===== config.mk =====
export PLATFORM = sky130hd
export DESIGN_NAME = bram_seq_reader
export DESIGN_NICKNAME = d
export VERILOG_FILES = /design/src/rtl/bram_seq_reader.sv
export SDC_FILE = /design/constraint.sdc
export NUM_CORES = 1
export LEC_CHECK = 0
export BUFFER_PORTS_ARGS = -buffer_cell sky130_fd_sc_hd__clkbuf_2
export CAP_MARGIN = 20
export CORE_AREA = 4 4 88 106
export CTS_CLUSTER_DIAMETER = 60
export DETAILED_ROUTE_END_ITERATION = 7
export DIE_AREA = 0 0 92 110
export PLACE_DENSITY = 0.65
export SETUP_SLACK_MARGIN = 0.15
export SLEW_MARGIN = 25
export SYNTH_ARGS = -nofsm -noshare
export SYNTH_HDL_FRONTEND = slang
export SYNTH_SLANG_ARGS = --single-unit
export TNS_END_PERCENT = 1

===== constraint.sdc =====
create_clock -name clka -period 2.5 [get_ports clka]
set_clock_uncertainty 0.05 [all_clocks]
set_input_delay 0.125 -clock clka [delete_from_list [all_inputs] [get_ports clka]]
set_output_delay 0.125 -clock clka [all_outputs]
set_load 0.05 [all_outputs]

===== src/rtl/bram_seq_reader.sv =====
// Sequential BRAM read-out: sweeps a wrap-around address range and streams the read data
// through a credit-limited FIFO, so backpressure never drops a read.
module bram_seq_reader #(
  parameter int unsigned ADDR_W = 8,
  parameter int unsigned DATA_W = 8,
  parameter int unsigned RD_LAT = 1
) (
  input  logic              clka,
  input  logic              rsta,
  input  logic              start,
  input  logic [ADDR_W-1:0] base_addr,
  input  logic [ADDR_W:0]   length,
  output logic              busy,
  output logic              done,
  output logic              ena,
  output logic              wea,
  output logic [ADDR_W-1:0] addra,
  input  logic [DATA_W-1:0] douta,
  output logic [DATA_W-1:0] m_data,
  output logic              m_valid,
  input  logic              m_ready,
  output logic              m_last
);

  localparam int unsigned DEPTH = RD_LAT + 2;
  localparam int unsigned CW    = $clog2(DEPTH + RD_LAT + 1);
  localparam int unsigned LW    = ADDR_W + 1;

  typedef enum logic [1:0] {StIdle, StRun, StFin} state_e;

  state_e            state_q, state_d;
  logic [LW-1:0]     len_q, issued_q, pushed_q;
  logic [ADDR_W-1:0] addr_q;
  logic [RD_LAT-1:0] pipe_q;
  logic [DATA_W-1:0] fdata_q [DEPTH];
  logic [DATA_W-1:0] fdata_d [DEPTH];
  logic [DEPTH-1:0]  flast_q, flast_d;
  logic [CW-1:0]     count_q, count_d;
  logic              valid_q;
  logic [CW-1:0]     credit_used;
  logic              accept, push, pop, push_last;

  assign accept    = (state_q == StIdle) && start;
  assign push      = pipe_q[RD_LAT-1];
  assign pop       = valid_q && m_ready;
  assign push_last = (pushed_q + LW'(1)) == len_q;

  // Reads still in the BRAM pipeline plus buffered beats; a same-cycle pop frees nothing.
  always_comb begin
    credit_used = count_q;
    for (int i = 0; i < RD_LAT; i++) begin
      credit_used = credit_used + CW'(pipe_q[i]);
    end
  end

  assign ena = (state_q == StRun) && (issued_q < len_q) && (credit_used < CW'(DEPTH));

  always_comb begin
    state_d = state_q;
    unique case (state_q)
      StIdle:  if (start) state_d = (length == '0) ? StFin : StRun;
      StRun:   if (pop && flast_q[0]) state_d = StFin;
      StFin:   state_d = StIdle;
      default: state_d = StIdle;
    endcase
  end

  // Shift FIFO: entry 0 is the output register; vacant entries keep last=0.
  always_comb begin
    fdata_d = fdata_q;
    flast_d = flast_q;
    count_d = count_q;
    if (pop) begin
      for (int i = 0; i < DEPTH - 1; i++) begin
        fdata_d[i] = fdata_q[i + 1];
        flast_d[i] = flast_q[i + 1];
      end
      flast_d[DEPTH-1] = 1'b0;
      count_d = count_q - CW'(1);
    end
    if (push) begin
      for (int i = 0; i < DEPTH; i++) begin
        if (count_d == CW'(i)) begin
          fdata_d[i] = douta;
          flast_d[i] = push_last;
        end
      end
      count_d = count_d + CW'(1);
    end
  end

  always_ff @(posedge clka) begin
    if (rsta) begin
      state_q  <= StIdle;
      len_q    <= '0;
      issued_q <= '0;
      pushed_q <= '0;
      addr_q   <= '0;
      pipe_q   <= '0;
      count_q  <= '0;
      valid_q  <= 1'b0;
      flast_q  <= '0;
      for (int i = 0; i < DEPTH; i++) begin
        fdata_q[i] <= '0;
      end
    end else begin
      state_q <= state_d;
      pipe_q  <= (pipe_q << 1) | RD_LAT'(ena);
      if (push) pushed_q <= pushed_q + LW'(1);
      if (accept) begin
        addr_q   <= base_addr;
        len_q    <= length;
        issued_q <= '0;
        pushed_q <= '0;
      end else if (ena) begin
        addr_q   <= addr_q + ADDR_W'(1);
        issued_q <= issued_q + LW'(1);
      end
      count_q <= count_d;
      valid_q <= (count_d != '0);
      flast_q <= flast_d;
      fdata_q <= fdata_d;
    end
  end

  // A zero-length request reports busy alongside its done pulse.
  assign busy    = (state_q == StRun) || ((state_q == StFin) && (len_q == '0));
  assign done    = (state_q == StFin);
  assign wea     = 1'b0;
  assign addra   = addr_q;
  assign m_data  = fdata_q[0];
  assign m_valid = valid_q;
  assign m_last  = flast_q[0];

  a_no_overflow: assert property (@(posedge clka) disable iff (rsta)
    !(push && !pop && (count_q == CW'(DEPTH))));

endmodule


* After elaboration in Yosys (flattened, before gate mapping)
Cells that the tools add are included.
Word-level totals: register bits 69, bits in latches 0, memory bits (writable) 0, memory bits (read-only) 0, input port bits 29, memories kept 0
Cells by class: add/subtract/negate cells 6, multiply operators 0, div/mod/pow operators 0, magnitude comparators 2, equal/unequal tests 7, shifts and indexed selects 0, mux-type cells 18, bitwise operators 0, reductions and logical operators 16
Operators with widths (count):
- $mux W8 | 5
- $mux W24 | 1
- $add A9 B1 Y9 const B | 2
- $logic_not A9 Y1 | 2
- $mux W16 | 1
- $mux W3 | 4
- $eq A9 B9 Y1 | 1
- $lt A9 B9 Y1 | 1
- $add A8 B1 Y8 const B | 1
- $logic_and A1 B1 Y1 | 6
- $mux W2 | 3
- $ne A2 B2 Y1 const B | 2
- $pmux W2 S2 | 1
- $reduce_and A2 Y1 | 2
- $add A3 B1 Y3 | 1
- $add A3 B1 Y3 const B | 1
- $eq A3 B1 Y1 const B | 1
- $eq A3 B2 Y1 const B | 1
- $logic_not A3 Y1 | 1
- $lt A3 B2 Y1 const B | 1
- $mux W1 | 3
- $reduce_bool A3 Y1 | 1
- $sub A3 B1 Y3 const B | 1
- $eq A2 B1 Y1 const B | 1
- other kinds (5) | 5

* Longest topological paths before layout
depth in word-level cells 5, mapped depth 10, gate-level depth less buffers 10

* Least setup slack after synthesis
Ideal clock, no wire load.
kind register -> register, start point reg len_q[6], end point reg addr_q[5], in the netlist addra[5], data arrival time 2377 ps, slack -60 ps, cell stages (with the launch flop) 10, cells stage by stage dfxtp_1 inv_1 ha_1 nand2_1 nor2_1 nand2_1 o21ai_2 clkinv_1 a311oi_1 nor4_1
Between the ends: cells in the longest elaborated chain, start to end 4
Ends and longest elaborated chain:
- from (decl) | line 32 | logic [LW-1:0] len_q, issued_q, pushed_q;
- from (signal assigned) | line 112 | len_q <= length;
- $lt A9 B9 Y1 | line 56 | assign ena = (state_q == StRun) && (issued_q < len_q) && (credit_used < CW'(DEPTH));
- $logic_and A1 B1 Y1 (2 in a row) | line 56
- named net ena | line 15 | output logic ena,
- $reduce_bool A2 Y1 (no source line)
- to (signal assigned) | line 111 | addr_q <= base_addr;
- to (signal assigned) | line 116 | addr_q <= addr_q + ADDR_W'(1);
- to (decl) | line 33 | logic [ADDR_W-1:0] addr_q;
The timed path passes the listed nets, and every way through them passes these cells. A chain may end at the register's enable or synchronous reset.

* Worst setup path after layout
start point reg len_q[5], end point reg issued_q[7]
Between the ends: cells in the longest elaborated chain, start to end 3
Ends and longest elaborated chain:
- $lt A9 B9 Y1 | line 56
- $logic_and A1 B1 Y1 (2 in a row) | line 56
- to (signal assigned) | line 117 | issued_q <= issued_q + LW'(1);
- to (decl) | line 32
No other way between the ends.

==> flow_summary.toml <==
[clocking]
path_clk_slew_ns = 0.07
clock_latency_ns = 0.35
cts_buffers = 9
cts_tree = "built"
cts.htree.levels = 3
cts_sinks = 69
clock-root-buffer = "clkbuf_8"
cts.path.max_buffers = 2

[floorplan]
core_region_area_sq_um = 8198
fp.dieH_um = 110
rows = 36
die_width_um = 92
die_area_sq_um = 10120
start_util_pct = 44.40
pin_count = 51

[global_route]
grt_overflow_total = 0
antenna_found_initial = 0
grt_usage_pct = 19.78
grt_pass1_vias = 3419
grt_max_degree = 52
grt_pass1_wl_mm = 16.04

[placed_design]
portBuffers = 49
routabilityCongestion = 0.7813
hpwlAfterDp_mm = 6.677
post-place-ws_ns = 0.06308

[synthesis]
synth-edff-count = 0
ys_types = 50
synth_top_area_cell = "dfxtp_1"
synthAdderAreaFrac_pct = 6.188
synthXorXnorAreaFrac_pct = 6.497
synthCells = 465
synth-seq-cells = 69
muxShareOfSynthArea_pct = 0.2750
ys_seq_area_share_pct = 37.95
syn-num-nets = 512
yosysWarnings = 0
synth_area_sq_um = 3640
yosys.area_share.simple_pct = 26.16
synthFlopType = "dfxtp_1"
synth.top_cell.area_share_pct = 37.95
syn_avg_cell_area_sq_um = 7.827
synth_compound_area_share_pct = 16.67
synthTopCellsByArea = "dfxtp_1, nand2_1, ha_1"
synthArstFlopShare_pct = 0
synth_top_family_by_area = "simple AND/OR/NAND/NOR gates"

[route]
drt_iter0_drc = 208
viasPerCell = 5.407
drc = 0
wl_per_cell_um = 15.02
antenna_left = 0
wl_mm = 9.884
dr_total_vias = 3558
dr.pass1.iters = 5

[sta]
hold_viol = 0
fin_setup_tns_ns = 0
min_period_ns = 2.358
rsz0062_at_grt = "true"
maxSlewHeadroom_pct = 57.35
hold_slack_ns = 0.01734
finalSetupViolations = 0
fmax_mhz = 424.1
slew_violations = 0
tightest_slew_ns = 0.6398
setup_ws_ns = 0.1420
min_period_over_period_pct = 94.32

[worst_setup_path]
required_ns = 2.72
crit_path_end_kind = "flop"
critPathKind = "flop to flop"
rrSetupSlack_ns = 0.14
crit_path_max_fanout = 8
start_kind = "flop"
critPathArrivalTime_ns = 2.57

[final_layout]
drive_gt1_share_pct = 23.71
n_antenna_cell = 0
fill_cells = 769
final_common_cell = "nand2_1"
nets = 588
final_cell_mix = "nand2_1, dfxtp_1, clkbuf_2, nor2_1, a21oi_1"
syn2layout_area_growth_pct = 28.60

[job]
maxCapViolCount = 0

[power]
vdd_drop_max_mv = 0.3960
p_leak_nw = 1.828
powerDensity_nw_per_um2 = 648.2

[min_path]
hold_class = "primary input to flop"

[outcome]
status = "completed"
==> flip-flops by register name, indices dropped and copies added (netlist names) <==
signal and cells:
pipe_q 1, issued_q 9, fdata_q 16, m_data 8, flast_q 3, addra 8, pushed_q 9, len_q 9
count_q 3, state_q 2, m_valid 1
==> worst max-delay path, stage by stage (launching register included) <==
cell and delay, ns:
dfxtp_4 0.36, inv_2 0.04, ha_4 0.21, nand2_4 0.07
nor2_4 0.04, buf_6 0.11, a2111oi_4 0.42, o21ai_4 0.13
buf_6 0.16, or4_4 0.54, a21oi_2 0.14
==> kinds of logic (layout without fill, tap and decap cells) <==
logic type	after synthesis	count (layout)
AO/OA/AOI/OAI	90	90
XOR/XNOR	27	27
adder cells (fa/ha/maj)	18	18
buffers and inverters	50	129
flip-flops	69	69
multiplexers	1	1
other	1	1
AND/OR/NAND/NOR	209	209
==> layer usage <==
metal | vias up | track usage [%] | routed length (um)
li1 | 1755 | - | -
met1 | 1685 | 24.15 | 4185
met2 | 101 | 34.81 | 5058
met3 | 17 | 3.394 | 434
met4 | 0 | 7.856 | 206
met5 | - | 0 | 0
==> synthesized netlist by cell type, drive strengths merged (3+ instances only) <==
cell type	instances
a2111oi	3
a21oi	35
a311oi	18
and2	3
and3	7
buf	11
clkbuf	23
dfxtp	69
ha	18
inv	15
nand2	94
nand2b	3
nand3	19
nand4	5
nor2	47
nor2b	3
nor3	8
nor4	3
o21ai	15
or3	6
xnor2	11
xor2	16
==> power by group <==
part / switching, mW / internal, mW / total, mW
clock: 0.400 / 0.476 / 0.877
sequential: 0.0684 / 1.18 / 1.25
combinational: 0.572 / 0.339 / 0.911
==> timing repair <==
| item | CTS | global route |
|---|---|---|
| hold buffers | 22 | 0 |
| resized for setup | 13 | 37 |
| setup buffers | 4 | 2 |
| pin swaps | 11 | 13 |
| setup endpoints to repair | 10 | 32 |
| endpoints found under the hold margin | 22 | 0 |
==> cell type report <==
type                       instances  area [sq um]  area share, %
timing repair buffer              99         701.9          15.00
clock buffer                      12         145.1          3.101
sequential                        69          1401          29.94
inverter                          16         65.06          1.390
tap                              114         142.6          3.047
multi-input combinational        346          2190          46.78
clock inverter                     2         35.03         0.7485
==> path summary, 6_finish.rpt <==
| kind | end | depth (start not counted) | start |
|---|---|---|---|
| worst max-delay path | issued_q[7] | 10 | len_q[5] |
| worst min-delay path | addra[2] | 3 | base_addr[2] |
| worst max register to register | issued_q[7] | 10 | len_q[5] |
| worst min register to register | fdata_q[1] | 2 | fdata_q[1] |
==> through the flow <==
step | std cells | utilization [%] | cell area (sq um) | power (mW)
global route | 658 | 57.10 | 4681 | 3.215
floorplan | 465 | - | 3641 | 1.835
finish | 658 | 57.10 | 4681 | 3.034
CTS | 656 | 55.30 | 4533 | 3.026
detailed placement | 616 | 49.34 | 4045 | 2.075
global placement | 616 | 49.34 | 4045 | 2.057
No activity file was read; power rests on OpenSTA's default activity.
